**src/rtl/lsu_pkg.sv**
```systemverilog
`default_nettype none
// +----------------------------------------------------------------------------+
// | Module      : lsu_pkg                                                      |
// | Description : Shared types, funct3 codes and access-size helper for the    |
// |               memory-access stage.                                         |
// | Revision    : 1.0 - initial release                                        |
// +----------------------------------------------------------------------------+
package lsu_pkg;

    typedef enum logic [1:0] {
        ST_IDLE = 2'd0,
        ST_REQ  = 2'd1,
        ST_RESP = 2'd2,
        ST_DONE = 2'd3
    } lsu_state_t;

    typedef enum logic [1:0] {
        SZ_BYTE = 2'd0,
        SZ_HALF = 2'd1,
        SZ_WORD = 2'd2
    } lsu_size_t;

    localparam logic [2:0] c_f3_lb  = 3'b000;
    localparam logic [2:0] c_f3_lh  = 3'b001;
    localparam logic [2:0] c_f3_lw  = 3'b010;
    localparam logic [2:0] c_f3_lbu = 3'b100;
    localparam logic [2:0] c_f3_lhu = 3'b101;
    localparam logic [2:0] c_f3_sb  = 3'b000;
    localparam logic [2:0] c_f3_sh  = 3'b001;
    localparam logic [2:0] c_f3_sw  = 3'b010;

    // Unlisted funct3 codes (3, 6, 7) fall through to a full-word access.
    function automatic lsu_size_t access_size(input logic [2:0] funct3);
        lsu_size_t size;
        case (funct3)
            c_f3_lb, c_f3_lbu: size = SZ_BYTE;
            c_f3_lh, c_f3_lhu: size = SZ_HALF;
            default:           size = SZ_WORD;
        endcase
        return size;
    endfunction

endpackage
`default_nettype wire

```
**src/rtl/load_align.sv**
```systemverilog
`default_nettype none
// +----------------------------------------------------------------------------+
// | Module      : load_align                                                   |
// | Description : Selects the addressed byte/half of a read word and extends   |
// |               it to 32 bits.                                               |
// | Revision    : 1.0 - initial release                                        |
// +----------------------------------------------------------------------------+
module load_align
    import lsu_pkg::*;
(
    input  logic [2:0]  i_funct3,
    input  logic [1:0]  i_addr_lo,
    input  logic [31:0] i_rdata,
    output logic [31:0] o_data
);

    logic [7:0]  w_byte;
    logic [15:0] w_half;
    logic        w_signed;

    always_comb begin
        w_byte   = 8'h00;
        w_half   = i_addr_lo[1] ? i_rdata[31:16] : i_rdata[15:0];
        w_signed = (i_funct3 == c_f3_lb) || (i_funct3 == c_f3_lh);
        case (i_addr_lo)
            2'd0:    w_byte = i_rdata[7:0];
            2'd1:    w_byte = i_rdata[15:8];
            2'd2:    w_byte = i_rdata[23:16];
            default: w_byte = i_rdata[31:24];
        endcase

        case (access_size(i_funct3))
            SZ_BYTE: o_data = {{24{w_signed & w_byte[7]}}, w_byte};
            SZ_HALF: o_data = {{16{w_signed & w_half[15]}}, w_half};
            default: o_data = i_rdata;
        endcase
    end

endmodule
`default_nettype wire

```
**src/rtl/mem_lsu.sv**
```systemverilog
`default_nettype none
// +----------------------------------------------------------------------------+
// | Module      : mem_lsu                                                      |
// | Description : RV32I memory-access stage: data-bus sequencing, store lanes, |
// |               load alignment and pipeline stall generation.                |
// | Revision    : 1.0 - initial release                                        |
// +----------------------------------------------------------------------------+
module mem_lsu
    import lsu_pkg::*;
#(
    parameter int ADDR_W = 32
) (
    input  logic              clk,
    input  logic              rst,
    input  logic [4:0]        rd_addr_i,
    input  logic [31:0]       rd_data_i,
    input  logic              rd_wen_i,
    input  logic              mem_re_i,
    input  logic              mem_we_i,
    input  logic [2:0]        mem_funct3_i,
    input  logic [31:0]       mem_addr_i,
    input  logic [31:0]       mem_wdata_i,
    output logic              dbus_req_o,
    output logic              dbus_we_o,
    output logic [ADDR_W-1:0] dbus_addr_o,
    output logic [3:0]        dbus_be_o,
    output logic [31:0]       dbus_wdata_o,
    input  logic              dbus_gnt_i,
    input  logic              dbus_rvalid_i,
    input  logic [31:0]       dbus_rdata_i,
    output logic              stall_o,
    output logic              misalign_o,
    output logic [4:0]        rd_addr_o,
    output logic [31:0]       rd_data_o,
    output logic              rd_wen_o,
    output logic              mem_re_o,
    output logic [31:0]       ram_data_o
);

    lsu_state_t r_state;
    lsu_state_t w_state_nxt;
    logic [31:0] r_rdata;

    lsu_size_t   w_size;
    logic        w_is_mem;
    logic        w_is_load;
    logic        w_misalign;
    logic        w_req;
    logic [3:0]  w_be;
    logic [31:0] w_wdata;
    logic [31:0] w_load_word;

    load_align u_load_align (
        .i_funct3  (mem_funct3_i),
        .i_addr_lo (mem_addr_i[1:0]),
        .i_rdata   (dbus_rdata_i),
        .o_data    (w_load_word)
    );

    // A simultaneous read/write request is treated as a load.
    assign w_is_mem   = mem_re_i | mem_we_i;
    assign w_is_load  = mem_re_i;
    assign w_size     = access_size(mem_funct3_i);
    assign w_misalign = ((w_size == SZ_HALF) && mem_addr_i[0]) ||
                        ((w_size == SZ_WORD) && (mem_addr_i[1:0] != 2'b00));

    always_comb begin
        w_be    = 4'b1111;
        w_wdata = mem_wdata_i;
        case (w_size)
            SZ_BYTE: begin
                w_be    = 4'b0001 << mem_addr_i[1:0];
                w_wdata = {4{mem_wdata_i[7:0]}};
            end
            SZ_HALF: begin
                w_be    = mem_addr_i[1] ? 4'b1100 : 4'b0011;
                w_wdata = {2{mem_wdata_i[15:0]}};
            end
            default: begin
                w_be    = 4'b1111;
                w_wdata = mem_wdata_i;
            end
        endcase
    end

    always_ff @(posedge clk or negedge rst) begin
        if (!rst) begin
            r_state <= ST_IDLE;
            r_rdata <= 32'h0;
        end else begin
            r_state <= w_state_nxt;
            if ((r_state == ST_RESP) && dbus_rvalid_i) begin
                r_rdata <= w_load_word;
            end
        end
    end

    always_comb begin
        w_state_nxt  = r_state;
        w_req        = 1'b0;
        stall_o      = 1'b0;
        misalign_o   = 1'b0;
        rd_addr_o    = rd_addr_i;
        rd_data_o    = rd_data_i;
        rd_wen_o     = 1'b0;
        mem_re_o     = 1'b0;
        ram_data_o   = 32'h0;

        case (r_state)
            ST_IDLE: begin
                if (!w_is_mem) begin
                    rd_wen_o = rd_wen_i;
                    mem_re_o = mem_re_i;
                end else if (w_misalign) begin
                    misalign_o = 1'b1;
                end else begin
                    w_req = 1'b1;
                    if (w_is_load) begin
                        stall_o     = 1'b1;
                        w_state_nxt = dbus_gnt_i ? ST_RESP : ST_REQ;
                    end else if (dbus_gnt_i) begin
                        rd_wen_o = rd_wen_i;
                    end else begin
                        stall_o     = 1'b1;
                        w_state_nxt = ST_REQ;
                    end
                end
            end
            ST_REQ: begin
                w_req   = 1'b1;
                stall_o = 1'b1;
                if (dbus_gnt_i) begin
                    w_state_nxt = w_is_load ? ST_RESP : ST_DONE;
                end
            end
            ST_RESP: begin
                stall_o = 1'b1;
                if (dbus_rvalid_i) begin
                    w_state_nxt = ST_DONE;
                end
            end
            default: begin
                ram_data_o  = r_rdata;
                rd_wen_o    = rd_wen_i;
                mem_re_o    = mem_re_i;
                w_state_nxt = ST_IDLE;
            end
        endcase

        // Outputs are combinational, so reset has to mask them directly.
        if (!rst) begin
            w_req      = 1'b0;
            stall_o    = 1'b0;
            misalign_o = 1'b0;
            rd_addr_o  = 5'h0;
            rd_data_o  = 32'h0;
            rd_wen_o   = 1'b0;
            mem_re_o   = 1'b0;
            ram_data_o = 32'h0;
        end

        dbus_req_o   = w_req;
        dbus_we_o    = w_req & ~w_is_load;
        dbus_addr_o  = w_req ? {mem_addr_i[ADDR_W-1:2], 2'b00} : '0;
        dbus_be_o    = w_req ? w_be : 4'b0000;
        dbus_wdata_o = w_req ? w_wdata : 32'h0;
    end

endmodule
`default_nettype wire

```
**config.mk**
```make
export PLATFORM = sky130hd
export DESIGN_NAME = mem_lsu
export DESIGN_NICKNAME = d
export VERILOG_FILES = /design/src/rtl/lsu_pkg.sv /design/src/rtl/load_align.sv /design/src/rtl/mem_lsu.sv
export SDC_FILE = /design/constraint.sdc
export NUM_CORES = 1
export LEC_CHECK = 0
export ABC_AREA = 1
export BUFFER_PORTS_ARGS = -buffer_cell sky130_fd_sc_hd__buf_4
export CAP_MARGIN = 30
export CELL_PAD_IN_SITES_DETAIL_PLACEMENT = 0
export CELL_PAD_IN_SITES_GLOBAL_PLACEMENT = 1
export CORE_AREA = 3 3 109 137
export CTS_BUF_LIST = sky130_fd_sc_hd__clkbuf_4 sky130_fd_sc_hd__clkbuf_8 sky130_fd_sc_hd__clkbuf_16
export DETAILED_ROUTE_END_ITERATION = 8
export DIE_AREA = 0 0 112 140
export PLACE_DENSITY = 0.89
export SLEW_MARGIN = 20
export SYNTH_ARGS = -nofsm -noshare
export SYNTH_HDL_FRONTEND = slang
export SYNTH_SLANG_ARGS = --single-unit
```
**constraint.sdc**
```tcl
create_clock -name clk -period 3.1 [get_ports clk]
set_input_delay 0.31 -clock clk [delete_from_list [all_inputs] [get_ports clk]]
set_output_delay 0.31 -clock clk [all_outputs]
set_load 0.03 [all_outputs]
```
==> results.tsv <==
stage	metric	value	unit
sta	crit share post-route	83.8	%
drt	via count	4700	
global_route	largest net degree at the start of global routing	53	
clock_tree	Clk Latency, worst-skew pair	280	ps
sta	Final min period	2600	ps
finish	fin nets	1075	
clock_tree	post-CTS sizing	0	
drt	Remaining DRCs	0	
clock_tree	Reg clk slew, reported paths	60	ps
hold_path	worst hold path class	in -> reg	
pwr	PwrDens	606	nW/um2
pwr	P_sw	1.78	mW
worst_setup_path	crit-path max FO	30	
sta	skew final	4.39	ps
placement	GPL Wtd Cong	0.854	
logic_synthesis	sequential share of the synthesized area	23.9	%
pwr	Peak VDD IR	0.000240	V
drt	drt wl/cell	14.0	um
clock_tree	TritonCTS clock tree	built	
logic_synthesis	async set-reset flop share out of synthesis	100	%
drt	routed wire length	15.5	mm
finish	Area growth syn-to-layout	66.5	%
finish	post-route cell area	5930	um2
logic_synthesis	Netlist Area Pre-Place	3560	um2
placement	Buffers on Ports	283	
pwr	clock share of power	14.2	%
worst_setup_path	Worst path slowest cell	dlygate4sd3_1	
worst_setup_path	CP startpoint kind	primary input	
placement	Final HPWL DP	12.8	mm
pwr	register share of total power	20.7	%
logic_synthesis	Post-Syn Area per Cell	5.36	um2
sta	Least-Margin Pin Slew	696	ps
pwr	Gate power share	65.1	%
outcome	outcome	finished clean	
sta	count of final setup violators	0	
logic_synthesis	Main synth FF type	dfrtp_1	
clock_tree	Clock Sinks	34	
logic_synthesis	synth unique cells	28	
logic_synthesis	top cells by area, synth	dfrtp_1, nand2_1, inv_1	
worst_setup_path	Setup CP Type	in -> out	
die	Die Area	15700	um2
die	Die Ht	140	um
drt	Vias/cell	4.26	
logic_synthesis	number of synthesized flops with an enable pin	0	
die	initial core utilization	25.9	%
pwr	Switching Fraction	49.4	%
run	max cap viols	0	
sta	Fin Setup TNS	0	ps
worst_setup_path	worst path cell trace	dlygate4sd3_1 > buf_4 > nand2_1 > nor2_1 > nand2_1 > nand2_2 > inv_2 > buf_12 > nor2_1 > buf_4	
finish	Antenna Cells	0	
clock_tree	CTS Buf Count	5	
global_route	vias in the first global route	4497	
logic_synthesis	Yosys warnings	0	
clock_tree	Hold-fix buffers, CTS	1	
worst_setup_path	Worst EP arrival	2290	ps
worst_setup_path	critical path required time	2790	ps
worst_setup_path	Crit path largest cell delay	520	ps
die	I/O pins	286	
clock_tree	H-tree levels	2	
logic_synthesis	top cell type's share of synthesized area	23.9	%
drt	first drt pass iteration count	5	
global_route	first-pass GRT wire length	23.3	mm
global_route	grt total ovfl	0	
clock_tree	Max Buffers Root-to-Sink	2	
clock_tree	Post-CTS Setup Repair Bufs	0	
die	core footprint	13800	um2
sta	relative slew slack	53.3	%
placement	Post-DP Area	5770	um2
sta	Fmax	0.385	GHz
worst_setup_path	Worst Setup End Kind	output pin	
hold_path	hold depth	5	
logic_synthesis	top cells by count, synth	nand2_1, inv_1, nor2_1	
global_route	initial antenna violation count	1	
logic_synthesis	count leader, synth	nand2_1	
clock_tree	root buffer selected by CTS	clkbuf_16	
logic_synthesis	Mapped Cells	665	
die	Die W	112	um
sta	RSZ-0062 raised after global routing	false	
pwr	Internal	1.82	mW
logic_synthesis	#FFs+latches synth	34	
worst_setup_path	Worst R2R Path Depth	7	
die	FP Rows	48	
drt	Starting DRT DRC Count	275	
finish	share of layout cells above drive strength 1	34.2	%
drt	Post-DRT Antenna Nets	0	
sta	final hold violations	0	
logic_synthesis	biggest area consumer among synthesized cells	dfrtp_1	
sta	Max Slew Vio Count	0	
global_route	Overall Global Routing Usage	18.5	%
pwr	Pleak	3.86	nW
## logic make-up (layout without fill, tap and decap cells)
family	count (synthesis)	in the layout	share of synthesized area, %
buffers and inverters	193	456	22.1
adder cells (fa/ha/maj)	4	4	1.40
other	1	2	0.105
AO/OA/AOI/OAI	57	57	8.39
flip-flops	34	34	23.9
AND/OR/NAND/NOR	376	376	44.1
## through the flow
stage,setup WS (ps),hold WS [ps],util [%],total power [mW],std cells
floorplan,896,14.4,-,2.27,666
global placement,735,215,42.0,3.08,1095
detailed placement,655,212,42.0,3.11,1095
CTS,480,339,43.1,3.63,1104
global route,296,364,43.1,3.90,1104
finish,501,337,43.1,3.59,1104
## registers in the layout, indices dropped and copies added (netlist names)
| signal | cells |
|---|---|
| r_rdata | 32 |
| r_state | 2 |
## layout make-up
class / count / area, um2
Clock buffer: 6 / 139
Clock inverter: 2 / 12.5
Fill cell: 1536 / 7820
Inverter: 159 / 597
Multi-Input combinational cell: 439 / 1930
Sequential cell: 34 / 851
Tap cell: 175 / 219
Timing Repair Buffer: 289 / 2180
## cell usage in the layout (no fill, tap or decap), types with 2 or more instances in the layout
cell type / synthesis / layout
conb_1: 1 / 2
clkbuf_16: 0 / 5
o22ai_1: 8 / 8
nor2_4: 3 / 3
dfrtp_1: 34 / 34
nor3_1: 3 / 3
nor2_1: 141 / 141
o21ai_0: 16 / 16
nand2_1: 186 / 186
ha_1: 4 / 4
inv_1: 156 / 156
nand3_1: 26 / 26
buf_4: 8 / 287
nand3_2: 10 / 10
a21oi_1: 30 / 30
inv_2: 3 / 3
nand2_2: 2 / 2
## final timing paths
kind | from | to | slack [ps]
hold / removal | dbus_rdata_i[0] | r_rdata[0]$_DFFE_PN0P_ | 340
hold reg to reg | r_rdata[0]$_DFFE_PN0P_ | r_rdata[0]$_DFFE_PN0P_ | 520
setup reg to reg | r_state[0]$_DFFE_PN0P_ | r_rdata[1]$_DFFE_PN0P_ | 1270
setup / recovery | rst | dbus_wdata_o[31] | 500
min in group asynchronous | rst | r_rdata[6]$_DFFE_PN0P_ | 450
max in group asynchronous | rst | r_rdata[23]$_DFFE_PN0P_ | 1770
## critical path, delay by kind of cell
kind                   cells  cell delay [ps]
buffers and inverters      5             1400
and+or+nand+nor            5              550
## power by group through the flow
stage	Sequential [mW]	Combinational [mW]	Clock, mW
2_1_floorplan	0.730	1.54	0
3_3_place_gp	0.744	2.34	0
3_5_place_dp	0.753	2.36	0
4_1_cts	0.745	2.36	0.521
5_1_grt	0.767	2.59	0.542
6_report	0.744	2.34	0.510
## routing by layer
layer / GRT usage, % / vias to the layer above / wire length [um] / part of all wire (%)
met5: 0 / - / 11 / 0.071
met4: 5.38 / 2 / 393 / 2.5
met3: 4.45 / 21 / 1280 / 8.2
met2: 34.9 / 205 / 8060 / 52
met1: 20.3 / 2024 / 5750 / 37
li1: - / 2448 / - / -
Note: power is estimated with default switching activity, not from simulation.
